$ cat config.mk
export PLATFORM = sky130hd
export DESIGN_NAME = dm_host_ctrl
export DESIGN_NICKNAME = d
export VERILOG_FILES = /design/src/rtl/dm_host_ctrl.sv
export SDC_FILE = /design/constraint.sdc
export NUM_CORES = 1
export LEC_CHECK = 0
export BUFFER_PORTS_ARGS = -buffer_cell sky130_fd_sc_hd__buf_2
export CAP_MARGIN = 20
export CORE_MARGIN = 10
export CORE_UTILIZATION = 57
export CTS_BUF_LIST = sky130_fd_sc_hd__clkbuf_4
export DETAILED_ROUTE_END_ITERATION = 10
export GPL_TIMING_DRIVEN = 1
export PLACE_DENSITY = 0.84
export SYNTH_ARGS = -nofsm -noshare
export SYNTH_HDL_FRONTEND = slang
export SYNTH_SLANG_ARGS = --single-unit
$ cat constraint.sdc
create_clock -name clk -period 2.35 [get_ports clk]
set_clock_uncertainty 0.15 [all_clocks]
set_input_delay 0.1175 -clock clk [delete_from_list [all_inputs] [get_ports clk]]
set_output_delay 0.1175 -clock clk [all_outputs]
set_load 0.02 [all_outputs]
$ cat src/rtl/dm_host_ctrl.sv
// Host-side controller for the driver-monitor core: streams the boot table into the core, then
// services irq with ack/count/stuck detection and forwards host config writes.
//
//  state    | meaning
//  S_BOOT   | one boot-table write per cycle, idx 0..5
//  S_IDLE   | wait for irq (priority) or host request
//  S_ACK    | irq_ack pulse visible; cause latched and counted
//  S_WAIT_CLR | wait for irq to drop, bounded by CLR_TIMEOUT
//  S_CFG    | captured request: core write, or local irq_mask update for addr 15
module dm_host_ctrl #(
  parameter logic signed [7:0] W0          = 8'sd16,
  parameter logic signed [7:0] W1          = 8'sd16,
  parameter logic signed [7:0] W2          = 8'sd16,
  parameter logic signed [7:0] W3          = 8'sd16,
  parameter logic        [7:0] WARN_TH     = 8'd80,
  parameter logic        [7:0] EMER_TH     = 8'd160,
  parameter int                CLR_TIMEOUT = 16,
  parameter int                CNT_W       = 16
) (
  input  logic             clk,
  input  logic             rst,
  input  logic [1:0]       irq,
  input  logic             req_valid,
  input  logic [3:0]       req_addr,
  input  logic [15:0]      req_data,
  output logic             req_ready,
  output logic             cfg_we,
  output logic [3:0]       cfg_addr,
  output logic [15:0]      wght_data,
  output logic             irq_ack,
  output logic [1:0]       irq_mask,
  output logic             boot_done,
  output logic [1:0]       last_cause,
  output logic [CNT_W-1:0] warn_cnt,
  output logic [CNT_W-1:0] emer_cnt,
  output logic             irq_stuck
);

  localparam int TW = $clog2(CLR_TIMEOUT + 1);
  localparam logic [TW-1:0] TIMER_LAST = TW'(CLR_TIMEOUT - 1);
  localparam logic [CNT_W-1:0] CNT_MAX = {CNT_W{1'b1}};
  localparam logic [2:0] BOOT_LAST = 3'd5;

  typedef enum logic [2:0] {
    S_BOOT,
    S_IDLE,
    S_ACK,
    S_WAIT_CLR,
    S_CFG
  } state_t;

  state_t        state;
  logic [2:0]    idx;
  logic [TW-1:0] timer;
  logic [3:0]    cap_addr;
  logic [15:0]   cap_data;

  // Weights are signed and sign-extended; thresholds are unsigned.
  function automatic logic [15:0] boot_word(input logic [2:0] i);
    logic [15:0] w;
    case (i)
      3'd0:    w = {{8{W0[7]}}, W0};
      3'd1:    w = {{8{W1[7]}}, W1};
      3'd2:    w = {{8{W2[7]}}, W2};
      3'd3:    w = {{8{W3[7]}}, W3};
      3'd4:    w = {8'h00, WARN_TH};
      3'd5:    w = {8'h00, EMER_TH};
      default: w = 16'h0000;
    endcase
    return w;
  endfunction

  always_ff @(posedge clk or negedge rst) begin
    if (!rst) begin
      state      <= S_BOOT;
      idx        <= 3'd0;
      timer      <= '0;
      cap_addr   <= 4'd0;
      cap_data   <= 16'h0000;
      req_ready  <= 1'b0;
      cfg_we     <= 1'b0;
      cfg_addr   <= 4'd0;
      wght_data  <= 16'h0000;
      irq_ack    <= 1'b0;
      irq_mask   <= 2'b11;
      boot_done  <= 1'b0;
      last_cause <= 2'b00;
      warn_cnt   <= '0;
      emer_cnt   <= '0;
      irq_stuck  <= 1'b0;
    end else begin
      cfg_we    <= 1'b0;
      irq_ack   <= 1'b0;
      req_ready <= 1'b0;
      case (state)
        S_BOOT: begin
          cfg_we    <= 1'b1;
          cfg_addr  <= {1'b0, idx};
          wght_data <= boot_word(idx);
          if (idx == BOOT_LAST) begin
            state <= S_IDLE;
          end else begin
            idx <= idx + 3'd1;
          end
        end
        S_IDLE: begin
          boot_done <= 1'b1;
          if (irq != 2'b00) begin
            state      <= S_ACK;
            irq_ack    <= 1'b1;
            last_cause <= irq;
            if (irq[0] && (warn_cnt != CNT_MAX)) warn_cnt <= warn_cnt + CNT_W'(1);
            if (irq[1] && (emer_cnt != CNT_MAX)) emer_cnt <= emer_cnt + CNT_W'(1);
          end else if (req_valid) begin
            state     <= S_CFG;
            req_ready <= 1'b1;
            cap_addr  <= req_addr;
            cap_data  <= req_data;
          end
        end
        S_ACK: begin
          timer <= '0;
          state <= S_WAIT_CLR;
        end
        S_WAIT_CLR: begin
          if (irq == 2'b00) begin
            state <= S_IDLE;
          end else if (timer == TIMER_LAST) begin
            irq_stuck <= 1'b1;
            state     <= S_IDLE;
          end else begin
            timer <= timer + TW'(1);
          end
        end
        S_CFG: begin
          if (cap_addr == 4'd15) begin
            irq_mask <= cap_data[1:0];
          end else begin
            cfg_we    <= 1'b1;
            cfg_addr  <= cap_addr;
            wght_data <= cap_data;
          end
          state <= S_IDLE;
        end
        default: state <= S_BOOT;
      endcase
    end
  end

endmodule

Word-level counts from Yosys, hierarchy flattened
Cells that the tools add are included.
{ "totals": {"wordCells": 82, "inputBits": 25, "ff_bits": 92, "out_inout_bits": 61} }
{ "op_classes": {"n_bitwise": 3, "reduce_logical": 19, "mux": 21, "n_addsub": 4, "eq_ne": 19} }
{ "op_table": {"columns": ["cell", "count"], "rows": [
  ["$add 16x1->16 const B", 2],
  ["$ne 16x16->1 const B", 2],
  ["$pmux 16 s2", 1],
  ["$pmux 8 s3", 1],
  ["$reduce_and 3->1", 6],
  ["$mux 16", 1],
  ["$mux 3", 5],
  ["$pmux 3 s5", 1],
  ["$eq 3x2->1 const B", 4],
  ["$mux 5", 2],
  ["$pmux 5 s2", 1],
  ["$eq 3x3->1 const B", 3],
  ["$ne 2x2->1 const B", 4],
  ["$pmux 4 s2", 1],
  ["$reduce_and 2->1", 4],
  ["$eq 3x1->1 const B", 2],
  ["$logic_not 3->1", 2],
  ["$mux 1", 6],
  ["$ne 3x3->1 const B", 2],
  ["$reduce_bool 2->1", 3],
  ["$add 5x1->5 const B", 1],
  ["$eq 5x4->1 const B", 1],
  ["$eq 4x4->1 const B", 1],
  ["$mux 4", 1],
  ["6 further kinds", 9]
]} }

Logic depth before layout (Yosys ltp)
{ "depth": {"word_depth": 4, "depth_mapped": 7, "depth_no_buf": 7} }

Worst setup path after synthesis
Ideal clock, no wire load.
{ "synth_timing": {"path_kind": "reg2reg", "start": "register emer_cnt[4]", "end": "register emer_cnt[1]", "n_path_buf": 0, "setup_time_ps": 125, "arrival_ps": 1736, "t_required_ps": 2075, "slack_ps": 340, "path_stages_with_launch": 5, "synth_period_minus_slack_ps": 2010, "cell_sequence": "dfrtp_1 nand4_1 or4_4 o21bai_2 mux2_2"} }
{ "synth_between": {"elab_chain_cells": 3} }
{ "synth_lines": {"columns": ["item", "line_no", "source"], "rows": [
  ["start: declaration", "35", "output logic [CNT_W-1:0] emer_cnt,"],
  ["start signal: assignment", "113", "if (irq[1] && (emer_cnt != CNT_MAX)) emer_cnt <= emer_cnt + CNT_W'(1);"],
  ["$ne 16x16->1", "113", null],
  ["$logic_and 1x1->1", "113", null],
  ["$reduce_and 3->1 (no line)", null, null]
]} }
Every way passes these cells.
A chain may end at the register's enable or synchronous reset.

Worst setup path after layout
{ "layout_timing": {"start": "register timer[0]", "end": "register timer[2]"} }
{ "layout_between": {"elab_chain_cells": 4, "elab_cells_between_ends": 7, "cone_classes": "1 x add/sub; 2 x eq/ne; 3 x mux; 1 x reduce/logical"} }
{ "layout_lines": {"columns": ["item", "line_no", "source"], "rows": [
  ["start: declaration", "54", "logic [TW-1:0] timer;"],
  ["start signal: assignment", "132", "timer <= timer + TW'(1);"],
  ["$add 5x1->5", "132", null],
  ["$mux 5", "128", "end else if (timer == TIMER_LAST) begin"],
  ["$mux 5", "126", "if (irq == 2'b00) begin"],
  ["$pmux 5 s2", "95", "case (state)"]
]} }
Several ways; a longest one is shown, not always the timed one. The select of a mux whose other input is x is not followed.

==> results.md <==
* CTS buffer count at 9
* Maximum number of pins on one net before global-route repair at 44
* Die Area at ~0.011 mm²
* First-pass GRT wire length at around 16 mm
* Min Tclk post-route at about 2200 ps
* Overflow after GRT at 0
* Seq/Total Area, Yosys at 55.3%
* Worst hold-check path type: in -> async
* Sequential fraction of design power at roughly 48%
* DR WL/cell at 16.4 µm
* Core Util, Final at between 70% and 80%
* Worst-path fanout max at 7
* Gr usage total at ~17%
* Power Density at around 970 mW/mm²
* CTS clock-pin slew for the worst setup and hold paths at around 150 ps
* Post-DP HPWL at 6.82 mm
* Total power draw at roughly 5 mW
* Vias at between 3,000 and 4,000
* Achievable frequency at ~0.46 GHz
* Clock Tree Root: clkbuf_4
* Hold Vio Cnt, Final at 0
* Pre-CTS WS at around 240 ps
* Final setup viols at 0
* Setup TNS at 0 ps
* Synth Instances at roughly 360
* Main synth FF type: dfrtp_1
* Clock Latency Late Sink at about 430 ps
* Slew of the pin with the lowest slew margin at around 800 ps
* Nets at 510
* Routed Antenna Nets at 0
* Placer Congestion at 0.862
* Vias in the first global route at approximately 3,300
* GRT met2 Usage at between 20% and 30%
* Post-synth top cells: dfrtp_1, nand2_1, mux2_2, nor2_1, o21ai_0
* Area Overhead vs Synth at 23.3%
* Synth Register Bits at just over 90
* Crit share post-route at 92.1%
* Sw frac at around 37%
* TritonCTS clock tree: yes
* Switching power at about 1.8 mW
* Post-synth EDFFs at 0
* YS warnings at 0
* Critical R2R Capture: timer[2]
* M3 GR Usage at 6.70%
* Routing usage on met1 at between 20% and 30%
* R2R Setup Slk at about 190 ps
* Relative slew slack at about 47%
* Final Max Slew Viols at 0
* Clock buffer depth at 2
* Mapped Area at roughly 0.0042 mm²
* Initial DRC count at between 150 and 200
* DR pass1 iterations at 4
* Post-cts resize count at 0
* Largest cells by area after synthesis: dfrtp_1, mux2_2, nand2_1
* Post-synthesis async set-or-reset flop share at between 90% and 100%
* Setup Crit Path Kind: reg -> reg
* Routed wire length at between 9 and 10 mm
* Area leader, netlist: dfrtp_1
* Status: complete, no violations
* Cell-internal power at 3.14 mW
* Syn Nets at 392
* Hold_ws at 47.8 ps
* Post-CTS setup buffers at 0
* Drt via density at approximately 5.5
* Row count at 31
* Register area at about 0.0023 mm²
* Worst EP arrival at 2350 ps
* Share of layout cells above drive strength 1 at between 30% and 40%
* Combinational Power Share at roughly a third
* Req. time, crit path at ~2500 ps
* Worst Slack Setup Final at around 190 ps
* IO Count at 86
* Yosys cell types at just over 50
* Filler cells at between 400 and 500
* Die width at 105 µm
* Core box area at slightly above 0.007 mm²
* Mean post-synth cell area at approximately 12 µm²
* Max-cap viol count at 0
* Peak supply drop at 0.615 mV
* Die Ht at about 110 µm
* ANT cells at 0
* CTS Sinks at 92
* Initial core utilization at around 58%
* Yosys top cell area share at between 50 and 60%
* Hold Buf Count CTS at 26
* Initial antenna violation count at 0
* Residual DRC count at 0
* Multi-input gate area at roughly 0.0017 mm²
* Crit start category: flop
* Worst setup EP type: flop
* Worst reg2reg path depth at 7
* Peak-usage layer in the global routing report: met2
* Leakage power at 2.52 nW
* H-tree depth at 3
* Clock power share at a little under a fifth
* Top-count cell post-synth: dfrtp_1
* Unrepaired setup endpoints after global routing: false
* Reg2reg start: timer[0]
* IO Port Bufs at between 80 and 90
==> state kept, by name, indices dropped and copies added, names as in the netlist <==
| register | count |
|---|---|
| boot_done | 1 |
| cap_addr | 4 |
| cap_data | 16 |
| cfg_addr | 4 |
| cfg_we | 1 |
| emer_cnt | 16 |
| idx | 3 |
| irq_ack | 1 |
| irq_mask | 2 |
| irq_stuck | 1 |
| last_cause | 2 |
| req_ready | 1 |
| state | 3 |
| timer | 5 |
| warn_cnt | 16 |
| wght_data | 16 |
==> cells in the final DEF, fill, tap and decap left out, types with 7 or more instances in the layout <==
| cell | instances |
|---|---|
| dlygate4sd3_1 | 26 |
| buf_2 | 84 |
| inv_1 | 12 |
| nand2_1 | 31 |
| mux2_2 | 26 |
| clkbuf_4 | 9 |
| o21ai_0 | 16 |
| and3_1 | 9 |
| nand4_1 | 10 |
| a22o_1 | 13 |
| buf_4 | 7 |
| xnor2_1 | 10 |
| nand3_1 | 15 |
| xor2_1 | 13 |
| ha_1 | 9 |
| nor2_1 | 20 |
| nor3_1 | 9 |
| a21oi_1 | 11 |
| dfrtp_1 | 90 |
==> area by class of cell <==
cell class	count	share of cell area (%)
sequential	92	44.9
multi-input combinational	243	34.0
timing repair buffer	118	14.7
tap	99	2.41
clock inverter	7	1.78
clock buffer	9	1.32
inverter	12	0.877
==> worst max-delay path by stage <==
stage	from	to	slack, ps
after floorplan	emer_cnt[4]	emer_cnt[1]	340
after CTS	timer[0]	timer[2]	190
after global routing	timer[0]	timer[2]	60
after global placement	timer[0]	timer[3]	320
after detailed placement	timer[0]	timer[2]	240
final	timer[0]	timer[2]	190
==> routing by layer <==
layer,vias to the layer above,routed length (µm)
li1,1527,-
met1,1531,3910
met2,98,4650
met3,10,850
met4,0,116
met5,-,0
==> power groups by stage <==
stage                     sequential (mW)  combinational, mW  clock [mW]
final                                2.39               1.64       0.941
after global routing                 2.46               1.84        1.03
after CTS                            2.38               1.66       0.970
after detailed placement             2.42               1.61           0
after global placement               2.38               1.55           0
after floorplan                      2.55              0.929           0
==> per-stage QoR <==
step                instances  area (µm²)
detailed placement        538        4710
CTS                       580        5130
global placement          538        4710
floorplan                 358        4170
global route              580        5130
finish                    580        5130
==> worst max-delay path, stage by stage (launching register included) <==
cell      delay, ps
dfrtp_1         440
ha_1            220
and3_1          180
ha_1            190
o21bai_1        160
a21o_1          240
or3_1           330
a21oi_1         170
==> kinds of logic after synthesis <==
kind of cell / Yosys count / synth area share (%)
simple gates: 124 / 16.7
flops: 92 / 55.3
compound gates: 60 / 10.3
mux: 27 / 7.39
xor+xnor: 23 / 4.84
buf+inv: 23 / 2.70
fa+ha+maj: 9 / 2.70
Note: power is estimated with default switching activity, not from simulation.
